==> src/rtl/preif_stage_pkg.sv <==
// Shared CPU front-end definitions: reset vector, PREIF state encoding and
// the pipeline exception-flag bundle.
package preif_stage_pkg;

  localparam logic [31:0] PREIF_RESET_PC = 32'hBFC0_0000;

  typedef enum logic [1:0] {
    S_BOOT = 2'd0,
    S_REQ  = 2'd1,
    S_HOLD = 2'd2
  } preif_state_t;

  typedef struct packed {
    logic Interrupt;
    logic AdEL_IF;
    logic TLBRefill_IF;
    logic TLBInvalid_IF;
    logic RI;
    logic Syscall;
    logic Break;
    logic Overflow;
    logic Trap;
    logic AdEL;
    logic AdES;
    logic TLBRefill;
    logic TLBInvalid;
    logic TLBModified;
    logic Refetch;
    logic Eret;
  } ExceptinPipeType;

  function automatic logic is_misaligned(input logic [31:0] addr);
    return |addr[1:0];
  endfunction

endpackage

==> src/rtl/preif_stage_if.sv <==
// Instruction-address request channel between the PREIF stage and the I-cache.
interface preif_stage_if;
  logic        req;
  logic [31:0] addr;
  logic        addr_ok;

  modport master (output req, output addr, input addr_ok);
  modport slave  (input req, input addr, output addr_ok);
endinterface

==> src/rtl/preif_stage_npc_sel.sv <==
// Next-PC priority mux: exception redirect, then held redirect, then ID
// branch/jump, otherwise the sequential PC+4.
module preif_npc_sel (
  input  logic [31:0] pc_i,
  input  logic        exc_redirect_i,
  input  logic [31:0] exc_target_i,
  input  logic        pend_v_i,
  input  logic [31:0] pend_tgt_i,
  input  logic        id_redirect_i,
  input  logic [31:0] id_target_i,
  output logic [31:0] npc_o,
  output logic        redirect_o
);

  logic [31:0] seq_pc;

  assign seq_pc     = pc_i + 32'd4;
  assign redirect_o = exc_redirect_i | pend_v_i | id_redirect_i;

  always_comb begin
    npc_o = seq_pc;
    if (exc_redirect_i) begin
      npc_o = exc_target_i;
    end else if (pend_v_i) begin
      npc_o = pend_tgt_i;
    end else if (id_redirect_i) begin
      npc_o = id_target_i;
    end
  end

endmodule

==> src/rtl/preif_stage.sv <==
// PREIF stage: owns the fetch PC, issues I-cache address requests and hands
// each accepted PC (with fetch-exception flags) to the IF stage register.
module preif_stage
  import preif_stage_pkg::*;
#(
  parameter logic [31:0] RESET_PC = PREIF_RESET_PC
) (
  input  logic                 clk,
  input  logic                 rst,
  input  logic                 IF_Wr,
  input  logic                 EXC_Redirect,
  input  logic [31:0]          EXC_Target,
  input  logic                 ID_Redirect,
  input  logic [31:0]          ID_Target,
  preif_stage_if.master        cpu_ibus,
  output logic [31:0]          PREIF_PC,
  output ExceptinPipeType      IFTLB_ExceptType,
  output logic                 PREIF_Kill
);

  preif_state_t state_q;
  logic [31:0]  pc_q;
  logic         pend_v_q;
  logic [31:0]  pend_tgt_q;
  logic         req_q;

  logic         misalign;
  logic         acc;
  logic         advance;
  logic         hold_cap;
  logic [31:0]  npc;
  logic         redirect;

  preif_npc_sel u_npc_sel (
    .pc_i           (pc_q),
    .exc_redirect_i (EXC_Redirect),
    .exc_target_i   (EXC_Target),
    .pend_v_i       (pend_v_q),
    .pend_tgt_i     (pend_tgt_q),
    .id_redirect_i  (ID_Redirect),
    .id_target_i    (ID_Target),
    .npc_o          (npc),
    .redirect_o     (redirect)
  );

  // A misaligned PC never goes to the bus; it is accepted locally so it can
  // carry AdEL_IF down the pipe.
  assign misalign = is_misaligned(pc_q);
  assign acc      = cpu_ibus.addr_ok | misalign;
  assign advance  = IF_Wr & ((state_q == S_REQ & acc) | (state_q == S_HOLD));
  assign hold_cap = ~IF_Wr & ((state_q == S_REQ & acc) | (state_q == S_HOLD));

  always_ff @(posedge clk) begin
    if (rst) begin
      state_q    <= S_BOOT;
      pc_q       <= RESET_PC;
      pend_v_q   <= 1'b0;
      pend_tgt_q <= '0;
      req_q      <= 1'b0;
    end else begin
      case (state_q)
        S_BOOT: begin
          state_q <= S_REQ;
          req_q   <= ~misalign;
        end
        S_REQ: begin
          if (advance) begin
            pc_q     <= npc;
            pend_v_q <= 1'b0;
            req_q    <= ~is_misaligned(npc);
          end else if (acc) begin
            state_q <= S_HOLD;
            req_q   <= 1'b0;
          end else if (redirect) begin
            // Request not yet taken by the cache: retarget in place.
            pc_q  <= npc;
            req_q <= ~is_misaligned(npc);
          end
        end
        S_HOLD: begin
          if (advance) begin
            state_q  <= S_REQ;
            pc_q     <= npc;
            pend_v_q <= 1'b0;
            req_q    <= ~is_misaligned(npc);
          end
        end
        default: begin
          state_q <= S_BOOT;
          req_q   <= 1'b0;
        end
      endcase

      // While the accepted entry waits for IF, remember the redirect;
      // exceptions overwrite, ID keeps the older pending target.
      if (hold_cap) begin
        if (EXC_Redirect) begin
          pend_v_q   <= 1'b1;
          pend_tgt_q <= EXC_Target;
        end else if (ID_Redirect && !pend_v_q) begin
          pend_v_q   <= 1'b1;
          pend_tgt_q <= ID_Target;
        end
      end
    end
  end

  assign cpu_ibus.req  = req_q;
  assign cpu_ibus.addr = pc_q;
  assign PREIF_PC      = pc_q;
  assign PREIF_Kill    = advance & redirect;

  always_comb begin
    IFTLB_ExceptType         = '0;
    IFTLB_ExceptType.AdEL_IF = misalign;
  end

endmodule

==> src/flat_wrapper.sv <==
// flat-port wrapper written by rule: the top's interface ports become plain ports
module preif_stage_flat import preif_stage_pkg::*;
#(
  parameter logic [31:0] RESET_PC = PREIF_RESET_PC
)
  (clk, rst, IF_Wr, EXC_Redirect, EXC_Target, ID_Redirect, ID_Target, PREIF_PC, IFTLB_ExceptType, PREIF_Kill, cpu_ibus_req, cpu_ibus_addr, cpu_ibus_addr_ok);
  preif_stage_if cpu_ibus_i ();
  input  logic clk;
  input  logic rst;
  input  logic IF_Wr;
  input  logic EXC_Redirect;
  input  logic [31:0] EXC_Target;
  input  logic ID_Redirect;
  input  logic [31:0] ID_Target;
  output logic [31:0] PREIF_PC;
  output ExceptinPipeType IFTLB_ExceptType;
  output logic PREIF_Kill;
  output wire logic [$bits(cpu_ibus_i.req)-1:0] cpu_ibus_req;
  output wire logic [$bits(cpu_ibus_i.addr)-1:0] cpu_ibus_addr;
  input wire logic [$bits(cpu_ibus_i.addr_ok)-1:0] cpu_ibus_addr_ok;
  assign cpu_ibus_req = cpu_ibus_i.req;
  assign cpu_ibus_addr = cpu_ibus_i.addr;
  assign cpu_ibus_i.addr_ok = cpu_ibus_addr_ok;
  preif_stage #(.RESET_PC(RESET_PC)) u_core (.clk(clk), .rst(rst), .IF_Wr(IF_Wr), .EXC_Redirect(EXC_Redirect), .EXC_Target(EXC_Target), .ID_Redirect(ID_Redirect), .ID_Target(ID_Target), .cpu_ibus(cpu_ibus_i), .PREIF_PC(PREIF_PC), .IFTLB_ExceptType(IFTLB_ExceptType), .PREIF_Kill(PREIF_Kill));
endmodule
==> config.mk <==
export PLATFORM = sky130hd
export DESIGN_NAME = preif_stage_flat
export DESIGN_NICKNAME = d
export VERILOG_FILES = /design/src/rtl/preif_stage_pkg.sv /design/src/rtl/preif_stage_if.sv /design/src/rtl/preif_stage_npc_sel.sv /design/src/rtl/preif_stage.sv /design/src/flat_wrapper.sv
export SDC_FILE = /design/constraint.sdc
export NUM_CORES = 1
export LEC_CHECK = 0
export BUFFER_PORTS_ARGS = -buffer_cell sky130_fd_sc_hd__buf_2
export CAP_MARGIN = 20
export CORE_UTILIZATION = 45
export DETAILED_ROUTE_END_ITERATION = 12
export PLACE_DENSITY = 0.68
export RECOVER_POWER = 25
export SLEW_MARGIN = 20
export SYNTH_ARGS = -nofsm -noshare
export SYNTH_HDL_FRONTEND = slang
export SYNTH_SLANG_ARGS = --single-unit
export TNS_END_PERCENT = 20
==> constraint.sdc <==
create_clock -name clk -period 3.4 [get_ports clk]
set_input_delay 0.34 -clock clk [delete_from_list [all_inputs] [get_ports clk]]
set_output_delay 0.34 -clock clk [all_outputs]
set_load 0.02 [all_outputs]
==> results of run 1 <==
[cells in the mapped netlist, types with 5 or more instances]
cell type,n
a211oi_1,36
a21o_1,6
a21oi_1,40
a221oi_1,13
a311oi_1,8
a31oi_1,12
a41oi_1,5
and2_1,7
and3_1,7
buf_1,8
buf_2,8
buf_4,49
clkbuf_1,27
dfxtp_1,68
ha_1,5
inv_1,12
mux2i_1,29
nand2_1,48
nand2b_1,7
nand3_1,16
nand4_1,7
nor2_1,59
nor3_1,19
nor4_1,5
o21ai_0,38
or3_1,8
or4_1,5
xnor2_1,6
[path summary, 6_finish.rpt]
path	startpoint	end
min reg2reg	u_core.cpu_ibus.req$_SDFFE_PP0P_	u_core.cpu_ibus.req$_SDFFE_PP0P_
min	ID_Target[29]	u_core.pend_tgt_q[29]$_SDFFE_PP0P_
max reg2reg	u_core.state_q[0]$_SDFFE_PP0P_	u_core.PREIF_PC[3]$_SDFFE_PP0P_
max	u_core.state_q[0]$_SDFFE_PP0P_	u_core.PREIF_PC[3]$_SDFFE_PP0P_
[power groups by stage]
stage	Clock, W	Combinational, W	Sequential (W)
4_1_cts	0.000692	0.00128	0.00115
6_report	0.000687	0.00127	0.00115
3_5_place_dp	0	0.00127	0.00116
2_1_floorplan	0	0.000904	0.00122
3_3_place_gp	0	0.00125	0.00115
5_1_grt	0.000723	0.00137	0.00118
[registers in the layout, indices dropped and copies added (netlist names)]
signal               count
u_core.pend_v_q          1
u_core.PREIF_PC         32
u_core.cpu_ibus.req      1
u_core.state_q           2
u_core.pend_tgt_q       32
[final cells by class]
cell class                      instances  area (um^2)  share of cell area, %
Multi-Input combinational cell        453         2795                  52.42
Sequential cell                        68         1361                  25.53
Timing Repair Buffer                  151        753.2                  14.12
Clock buffer                           16        200.2                  3.754
Tap cell                              136        170.2                  3.191
Inverter                               14        52.55                 0.9855
[metrics by stage]
stage / total power, W / cell area [um^2] / worst slack, ns / hold slack (ns) / std cells
after floorplan: 0.002129 / 4773 / 1.362 / 0.4718 / 630
after global placement: 0.002401 / 5172 / 0.9342 / 0.4678 / 822
after detailed placement: 0.002437 / 5172 / 0.8321 / 0.4711 / 822
after CTS: 0.003116 / 5373 / 0.7923 / 0.2616 / 838
after global routing: 0.003270 / 5333 / 0.6477 / 0.2792 / 838
final: 0.003106 / 5333 / 0.8132 / 0.2720 / 838
[critical path, delay by kind of cell (launching register included)]
family | cells | cell delay, ns
fa+ha+maj | 1 | 0.26
buf+inv | 2 | 0.42
compound gates | 4 | 0.99
flops | 1 | 0.39
simple gates | 1 | 0.41
[kinds of logic after synthesis]
logic type / after synthesis / share of synthesized area, %
other: 1 / 0.07944
xor gates and xnor gates: 8 / 1.484
DFF: 68 / 28.84
and+or+nand+nor: 200 / 20.49
muxes: 29 / 6.149
buffers and inverters: 109 / 13.25
adders and majority gates: 5 / 1.325
AOI/OAI and AO/OA: 196 / 28.39
[routing by layer]
| layer | routed length [um] | GRT usage [%] |
|---|---|---|
| met3 | 1132 | 3.008 |
| met1 | 7072 | 39.09 |
| met5 | 0 | 0 |
| met2 | 6676 | 41.44 |
| met4 | 229 | 9.796 |
==> summary.md, run 1 <==
| Metric | Value |
|---|---|
| Run status | finished, final reports clean |
| Clk Latency, worst-skew pair | 0.35 ns |
| Core area | 10230 um^2 |
| DRC | 0 |
| Vias per cell | 6.016 |
| DRT Pass-1 Iters | 5 |
| CP peak stage delay | 0.41 ns |
| Sw Ratio | 43.65% |
| DRT antenna net count | 0 |
| Main synth FF type | dfxtp_1 |
| Commonest non-fill, non-tap cell in the layout | buf_2 |
| Initial antenna violation count | 0 |
| Worst Clk Skew | 0.007250 ns |
| WL final | 15110 um |
| Final Max Slew Viols | 0 |
| Share of cells above drive strength 1 | 20.09% |
| R2r setup slk | 0.81 ns |
| TritonCTS Buffers | 9 |
| Row count | 37 |
| Global-route wire length before repair | 23450 um |
| Final Net Count | 772 |
| Sequential area share after synthesis | 28.84% |
| Leak pwr | 2.117 nW |
| Slew @ Worst Pin | 0.7453 ns |
| CTS max path bufs | 2 |
| Gate power share | 40.7% |
| Synth top area cells | dfxtp_1, buf_4, mux2i_1, a211oi_1, nor2_1 |
| Setup TNS | 0 ns |
| WL/cell | 18.03 um |
| Tot GR Track Use | 27.12% |
| Sequential power share | 37.1% |
| Critical-path maximum fanout | 20 |
| Clock power frac | 22.1% |
| Num ports | 152 |
| CP max-delay cell | or4_1 |
| Period utilisation layout | 76.08% |
| Yosys top cell by area | dfxtp_1 |
| Hold Vio Cnt, Final | 0 |
| Commonest non-fill, non-tap cells in the layout | buf_2, dfxtp_1, nor2_1, nand2_1, a21oi_1 |
| Req. time, crit path | 3.65 ns |
| Post-synth EDFFs | 0 |
| Full die area | 10900 um^2 |
| H-tree Lvls | 3 |
| Critical Path AT | 2.84 ns |
| Vias | 5041 |
| Number of antenna repair diodes | 0 |
| CP startpoint kind | register |
| Worst hold path depth | 3 |
| Worst-path cell chain | inv_1, ha_1, or4_1, o22ai_1, a21o_1, buf_4, a21oi_1, a211oi_1 |
| Max_cap viols | 0 |
| Yosys Warn Count | 0 |
| Setup violators final | 0 |
| Post-layout util | 52.12% |
| Post-CTS setup buffer count | 0 |
| Asr flop ratio synth | 0% |
| Max IR drop VDD | 0.1982 mV |
| Post-Syn Instances | 616 |
| Clk root buf | clkbuf_8 |
| Cells on worst reg2reg path | 8 |
| Int Power | 0.001750 W |
| Post-synth design cell area | 4721 um^2 |
| GP Congestion | 0.8529 |
| Reg clk slew, reported paths | 0.08 ns |
| Vias in the first global route | 4428 |
| TritonCTS clock tree | built |
| Initial core utilization | 46.14% |
| Area Growth Syn to Fin | 12.96% |
| Post-CTS resize count | 0 |
| Fillers | 1053 |
| Die height | 104.4 um |
| Hold_buf cts | 0 |
| Slew headroom | 50.31% |
| Switching Power | 0.001356 W |
| Largest net degree at the start of global routing | 66 |
| DPL Wire Length | 10670 um |
| Distinct cells, synth | 56 |
| #FFs+latches synth | 68 |
| Crit end category | register |
| Min Tclk post-route | 2.587 ns |
| Die width | 104.4 um |
| GRT Residual Overflow | 0 |
| Share of the synthesized area in the top cell type | 28.84% |
| Iter 0 DRT Violations | 453 |
| RSZ-0062 raised after global routing | false |
| Crit Path Category | reg -> reg |
| Port bufs | 136 |
| Worst Hold Class | in -> reg |
| PD cells | 582.5 nW/um^2 |
| Num Clock Sinks | 68 |
| Syn_area_per_cell | 7.664 um^2 |
| Maximum clock rate | 386.6 MHz |
(Power assumes the default switching activity.)
==> run 2: changes to the inputs <==
--- a/config.mk
+++ b/config.mk
@@ -5,6 +5,7 @@
 export SDC_FILE = /design/constraint.sdc
 export NUM_CORES = 1
 export LEC_CHECK = 0
+export ABC_AREA = 1
 export BUFFER_PORTS_ARGS = -buffer_cell sky130_fd_sc_hd__buf_2
 export CAP_MARGIN = 20
 export CORE_UTILIZATION = 45
==> constraint.sdc (replaced) <==
create_clock -name clk -period 2.68 [get_ports clk]
set_input_delay 0.268 -clock clk [delete_from_list [all_inputs] [get_ports clk]]
set_output_delay 0.268 -clock clk [all_outputs]
set_load 0.02 [all_outputs]
==> summary.md, run 2 <==
| Metric | Value |
|---|---|
| Run status | finished, final reports clean |
| Hold Path Origin | EXC_Target[7] |
| Tot GR Track Use | 25.04% (-2.1 points) |
| Commonest non-fill, non-tap cells in the layout | nand2_1, buf_2, nor2_1, dfxtp_1, o21ai_0 |
| Yosys top cell by area | dfxtp_1 |
| DPL Wire Length | 9763 um (-8.5%) |
| Post-CTS resize count | 0 (unchanged) |
| Fin area | 5344 um^2 (+0.21%) |
| Clk Latency, worst-skew pair | 0.35 ns (about the same) |
| Top Family by Delay on Critical Path | buffers and inverters |
| Crit Path Category | reg -> out |
| Post-synth design cell area | 4746 um^2 (+0.53%) |
| Post-CTS setup buffer count | 0 (unchanged) |
| Full die area | 10960 um^2 (+0.52%) |
| Period utilisation layout | 78.76% |
| Syn_area_per_cell | 6.244 um^2 (-19%) |
| Clk root buf | clkbuf_8 |
| Die width | 104.7 um (+0.26%) |
| Slew headroom | 59.49% (+9.2 points) |
| RSZ-0062 raised after global routing | false |
| Req. time, crit path | 2.41 ns (-1.24 ns) |
| Min Tclk post-route | 2.111 ns |
| Most common cell in the netlist | nand2_1 |
| CP peak stage delay | 0.41 ns (about the same) |
| Iter 0 DRT Violations | 357 (-21%) |
| Final Net Count | 920 (+19%) |
| Maximum clock rate | 473.8 MHz |
| Vias | 5083 (+0.83%) |
| Num ports | 152 (unchanged) |
| Yosys Warn Count | 0 (unchanged) |
| Worst hold path depth | 3 (unchanged) |
| CP Buf/Inv Count | 2 (unchanged) |
| Post-layout util | 52.00% (-0.13 points) |
| Fillers | 1101 (+4.6%) |
| H-tree Lvls | 3 (unchanged) |
| R2r setup slk | 0.75 ns (-0.06 ns) |
| WP depth | 4 (-4) |
| CP startpoint kind | register |
| GRT Residual Overflow | 0 (unchanged) |
| Global-route wire length before repair | 22140 um (-5.6%) |
| DRT antenna net count | 0 (unchanged) |
| Slew @ Worst Pin | 0.6076 ns (-0.1377 ns) |
| Asr flop ratio synth | 0% (unchanged) |
| Worst Hold Class | in -> reg |
| Die height | 104.7 um (+0.26%) |
| Crit end category | output pin |
| Largest net degree at the start of global routing | 64 (-3.0%) |
| Worst r2r dst | u_core.PREIF_PC[20]$_SDFFE_PP0P_ |
| Final Max Slew Viols | 0 (unchanged) |
| Cells on worst reg2reg path | 9 (+1) |
| Distinct cells, synth | 34 (-39%) |
| DRT Pass-1 Iters | 5 (unchanged) |
| Placed Instance Area | 5160 um^2 (-0.24%) |
| TritonCTS clock tree | built |
| Core area | 10280 um^2 (+0.45%) |
| Hold Vio Cnt, Final | 0 (unchanged) |
| Reg clk slew, reported paths | 0.08 ns (about the same) |
| Area Growth Syn to Fin | 12.60% |
| RR Startpoint | u_core.PREIF_PC[3]$_SDFFE_PP0P_ |
| Top post-synthesis cells by count | nand2_1, nor2_1, dfxtp_1 |
| M3 GR Usage | 2.558% (-0.45 points) |
| Sequential area share after synthesis | 28.68% (-0.15 points) |
| #FFs+latches synth | 68 (unchanged) |
| CTS max path bufs | 2 (unchanged) |
| Hold_buf cts | 0 (unchanged) |
| WL final | 13630 um (-9.8%) |
| Initial core utilization | 46.18% (about the same) |
| CP max-delay cell | dfxtp_1 |
| Critical Path AT | 1.84 ns (-1.00 ns) |
| Setup violators final | 0 (unchanged) |
| Vias in the first global route | 4545 (+2.6%) |
| Port bufs | 136 (unchanged) |
| Worst-path cell chain | nor2_4, clkinv_1, o21a_1, buf_2 |
| WL/cell | 13.83 um (-23%) |
| Post-synth EDFFs | 0 (unchanged) |
| Post-Syn Instances | 760 (+23%) |
| Number of antenna repair diodes | 0 (unchanged) |
| Vias per cell | 5.155 (-14%) |
| Hold path endpoint | u_core.pend_tgt_q[7]$_SDFFE_PP0P_ |
| DRC | 0 (unchanged) |
| Num Clock Sinks | 68 (unchanged) |
| Worst Slack Setup Final | 0.5693 ns (-0.2439 ns) |
| Synth top area cells | dfxtp_1, nand2_1, buf_4, nor2_1, o21ai_0 |
| Grt met1 use | 34.75% (-4.3 points) |
| Max IR drop VDD | 0.9715 mV (+390%) |
| Share of the synthesized area in the top cell type | 28.68% (-0.15 points) |
| Share of cells above drive strength 1 | 17.29% (-2.8 points) |
| Commonest non-fill, non-tap cell in the layout | nand2_1 |
| Setup TNS | 0 ns (unchanged) |
| GR Layer Usage met2 | 40.40% (-1.0 points) |
| TritonCTS Buffers | 9 (unchanged) |
| GP Congestion | 0.8571 (+0.49%) |
| Gr busiest metal | met2 |
| Leak pwr | 2.529 nW (+19%) |
| Max_cap viols | 0 (unchanged) |
| Initial antenna violation count | 0 (unchanged) |
| Setup slack at placement | 0.6995 ns (-0.1327 ns) |
| PD cells | 943.2 nW/um^2 (+62%) |
| Main synth FF type | dfxtp_1 |
| Critical-path maximum fanout | 14 (-30%) |
| Row count | 37 (unchanged) |
| Worst Clk Skew | 0.01286 ns (+0.005614 ns) |
## run 2: routing by layer
layer	wire, um	part of all wire (%)
met4	227	1.7
met1	6271	46
met3	889	6.5
met2	6244	46
met5	0	0
## run 2: cell type report
cell class                 count  area, um^2  area share (%)
multi-input combinational    566        2661           49.80
sequential                    68        1361           25.47
timing repair buffer         145       719.4           13.46
inverter                      55       206.4           3.863
tap                          136       170.2           3.184
clock buffer                  11       141.4           2.646
clock inverter                 5       83.83           1.569
## run 2: how the worst max path moves through the flow
stage | from | to
floorplan | u_core.PREIF_PC[3]$_SDFFE_PP0P_ | u_core.PREIF_PC[26]$_SDFFE_PP1P_
global placement | ID_Redirect | u_core.PREIF_PC[22]$_SDFFE_PP1P_
detailed placement | ID_Redirect | u_core.pend_tgt_q[16]$_SDFFE_PP0P_
CTS | u_core.pend_v_q$_SDFF_PP0_ | PREIF_Kill
global route | u_core.pend_v_q$_SDFF_PP0_ | PREIF_Kill
finish | u_core.pend_v_q$_SDFF_PP0_ | PREIF_Kill
## run 2: worst register-to-register path, delay by kind of cell, from the launching register on
| family | cells | cell delay (ns) |
|---|---|---|
| AOI/OAI and AO/OA | 2 | 0.25 |
| adders and majority gates | 1 | 0.25 |
| DFF | 1 | 0.43 |
| and+or+nand+nor | 6 | 0.93 |
## run 2: power by group
part           internal (W)  switching, W
clock              0.000553      0.000425
combinational      0.000755       0.00165
sequential          0.00132      0.000334
## run 2: cell families after synthesis
family / after synthesis / synth area share (%)
and+or+nand+nor: 361 / 31.22
adders and majority gates: 5 / 1.318
xor gates and xnor gates: 15 / 2.768
DFF: 68 / 28.68
AOI/OAI and AO/OA: 170 / 19.56
other: 1 / 0.07902
buffers and inverters: 140 / 16.37
## run 2: stage by stage
step,cells,power (W),hold WS (ns)
6_report,986,0.005040,0.1908
3_3_place_gp,970,0.004061,0.4382
5_1_grt,986,0.005422,0.1939
2_1_floorplan,774,0.003628,0.3371
3_5_place_dp,970,0.004101,0.4660
4_1_cts,986,0.005084,0.1805
==> run 3: changes to the inputs <==
==> constraint.sdc (replaced) <==
create_clock -name clk -period 2.14 [get_ports clk]
set_input_delay 0.214 -clock clk [delete_from_list [all_inputs] [get_ports clk]]
set_output_delay 0.214 -clock clk [all_outputs]
set_load 0.02 [all_outputs]
==> summary.md, run 3 (synthesis results as in run 2) <==
| Metric | Value |
|---|---|
| Row count | 37 (unchanged) |
| Num Clock Sinks | 68 (unchanged) |
| Maximum clock rate | 532.5 MHz |
| Vias in the first global route | 4861 (+7.0%) |
| Number of antenna repair diodes | 0 (unchanged) |
| Req. time, crit path | 2.46 ns (+0.05 ns) |
| Setup slack at placement | 0.2908 ns (-0.4087 ns) |
| DRT antenna net count | 0 (unchanged) |
| CP startpoint kind | register |
| Post-layout util | 52.51% (+0.51 points) |
| Critical-path maximum fanout | 7 (-7) |
| TritonCTS clock tree | built |
| Share of cells above drive strength 1 | 17.78% (+0.48 points) |
| DRC | 0 (unchanged) |
| GP Congestion | 0.8771 (+2.3%) |
| Leak pwr | 2.554 nW (+1.0%) |
| Final Max Slew Viols | 0 (unchanged) |
| RSZ-0062 raised after global routing | false |
| Initial antenna violation count | 0 (unchanged) |
| Core area | 10280 um^2 (unchanged) |
| PnR Total Power | 0.006323 W (+25%) |
| Period utilisation layout | 87.76% |
| Vias | 5103 (+0.39%) |
| H-tree Lvls | 3 (unchanged) |
| Run status | finished, final reports clean |
| Vias per cell | 5.149 (-0.11%) |
| Global-route wire length before repair | 23080 um (+4.2%) |
| Die height | 104.7 um (unchanged) |
| Setup TNS | 0 ns (unchanged) |
| Min Tclk post-route | 1.878 ns |
| Fin area | 5396 um^2 (+0.98%) |
| Area Growth Syn to Fin | 13.71% |
| Tot GR Track Use | 26.28% (+1.2 points) |
| Commonest non-fill, non-tap cells in the layout | nand2_1, buf_2, nor2_1, dfxtp_1, o21ai_0 |
| Worst Hold Class | in -> reg |
| Critical Path AT | 2.20 ns (+0.36 ns) |
| Placed Instance Area | 5235 um^2 (+1.5%) |
| Worst Slack Setup Final | 0.2620 ns (-0.3073 ns) |
| Clk root buf | clkbuf_8 |
| CTS max path bufs | 2 (unchanged) |
| Worst Clk Skew | 0.009106 ns (-0.003758 ns) |
| Hold_buf cts | 0 (unchanged) |
| Max IR drop VDD | 1.217 mV (+25%) |
| Crit Path Category | reg -> reg |
| Full die area | 10960 um^2 (unchanged) |
| DPL Wire Length | 10110 um (+3.5%) |
| Initial core utilization | 46.18% (unchanged) |
| Hold Vio Cnt, Final | 0 (unchanged) |
| DRT Pass-1 Iters | 5 (unchanged) |
| Final Net Count | 925 (+0.54%) |
| Num ports | 152 (unchanged) |
| WL final | 14010 um (+2.8%) |
| TritonCTS Buffers | 9 (unchanged) |
| GRT Residual Overflow | 0 (unchanged) |
| Commonest non-fill, non-tap cell in the layout | nand2_1 |
| Reg clk slew, reported paths | 0.08 ns (about the same) |
| Post-CTS resize count | 0 (unchanged) |
| Clk Latency, worst-skew pair | 0.37 ns (+0.02 ns) |
| Largest net degree at the start of global routing | 64 (unchanged) |
| PD cells | 1172 nW/um^2 (+24%) |
| Crit end category | register |
| Port bufs | 136 (unchanged) |
| Iter 0 DRT Violations | 361 (+1.1%) |
| WL/cell | 14.13 um (+2.2%) |
| Setup violators final | 0 (unchanged) |
| Max_cap viols | 0 (unchanged) |
| Die width | 104.7 um (unchanged) |
| Post-CTS setup buffer count | 0 (unchanged) |
==> run 3: cell types whose count changed in the layout (fill, tap and decap cells not counted), sizes merged <==
cell | before | now
buf | 112 | 117
bufinv | 2 | 1
clkbuf | 44 | 45
clkinv | 1 | 3
clkinvlp | 2 | 1
inv | 55 | 54
==> run 3: layer usage <==
metal / share of wire, % / GRT usage [%]
met1: 47 / 34.87
met2: 45 / 42.57
met3: 6.1 / 4.304
met4: 2.3 / 10.16
met5: 0 / 0
==> run 3: critical path, cell delays in order (launching register included) <==
cell and delay, ns:
dfxtp_1 0.43, ha_1 0.26, nand3_2 0.13, nor2_4 0.20, nand3_2 0.20, nor2_2 0.18
nand2_1 0.09, o21ai_1 0.12, nand2_1 0.06, nand3_1 0.06, nand2_1 0.05, nand2_1 0.05
==> run 3: report_power, final <==
part / internal (W) / switching, W / leakage [nW]
clock: 0.000599 / 0.000549 / 0.102
sequential: 0.00165 / 0.000396 / 0.559
combinational: 0.00103 / 0.00210 / 1.89
total: 0.00328 / 0.00305 / 2.55
==> run 3: worst paths after layout <==
check / from / slack (ns) / cells past startpoint / to
worst max-delay path: u_core.PREIF_PC[3]$_SDFFE_PP0P_ / 0.26 / 11 / u_core.PREIF_PC[26]$_SDFFE_PP1P_
worst min-delay path: ID_Target[17] / 0.12 / 3 / u_core.pend_tgt_q[17]$_SDFFE_PP0P_
worst max register to register: u_core.PREIF_PC[3]$_SDFFE_PP0P_ / 0.26 / 11 / u_core.PREIF_PC[26]$_SDFFE_PP1P_
worst min register to register: u_core.pend_tgt_q[31]$_SDFFE_PP0P_ / 0.46 / 2 / u_core.pend_tgt_q[31]$_SDFFE_PP0P_
==> run 3: area by class of cell <==
type	instances	area (um^2)
fillers	1143	4881
multi-input cells	566	2661
flip-flops and latches	68	1361
repair buffers	150	794.5
inverters	55	206.4
well taps	136	170.2
clock buffers	12	155.1
clock inverters	4	47.55
==> run 3: through the flow <==
stage	hold slack, ns	cells
floorplan	0.2831	774
global placement	0.4345	975
detailed placement	0.4440	975
CTS	0.1117	991
global route	0.1221	991
finish	0.1177	991
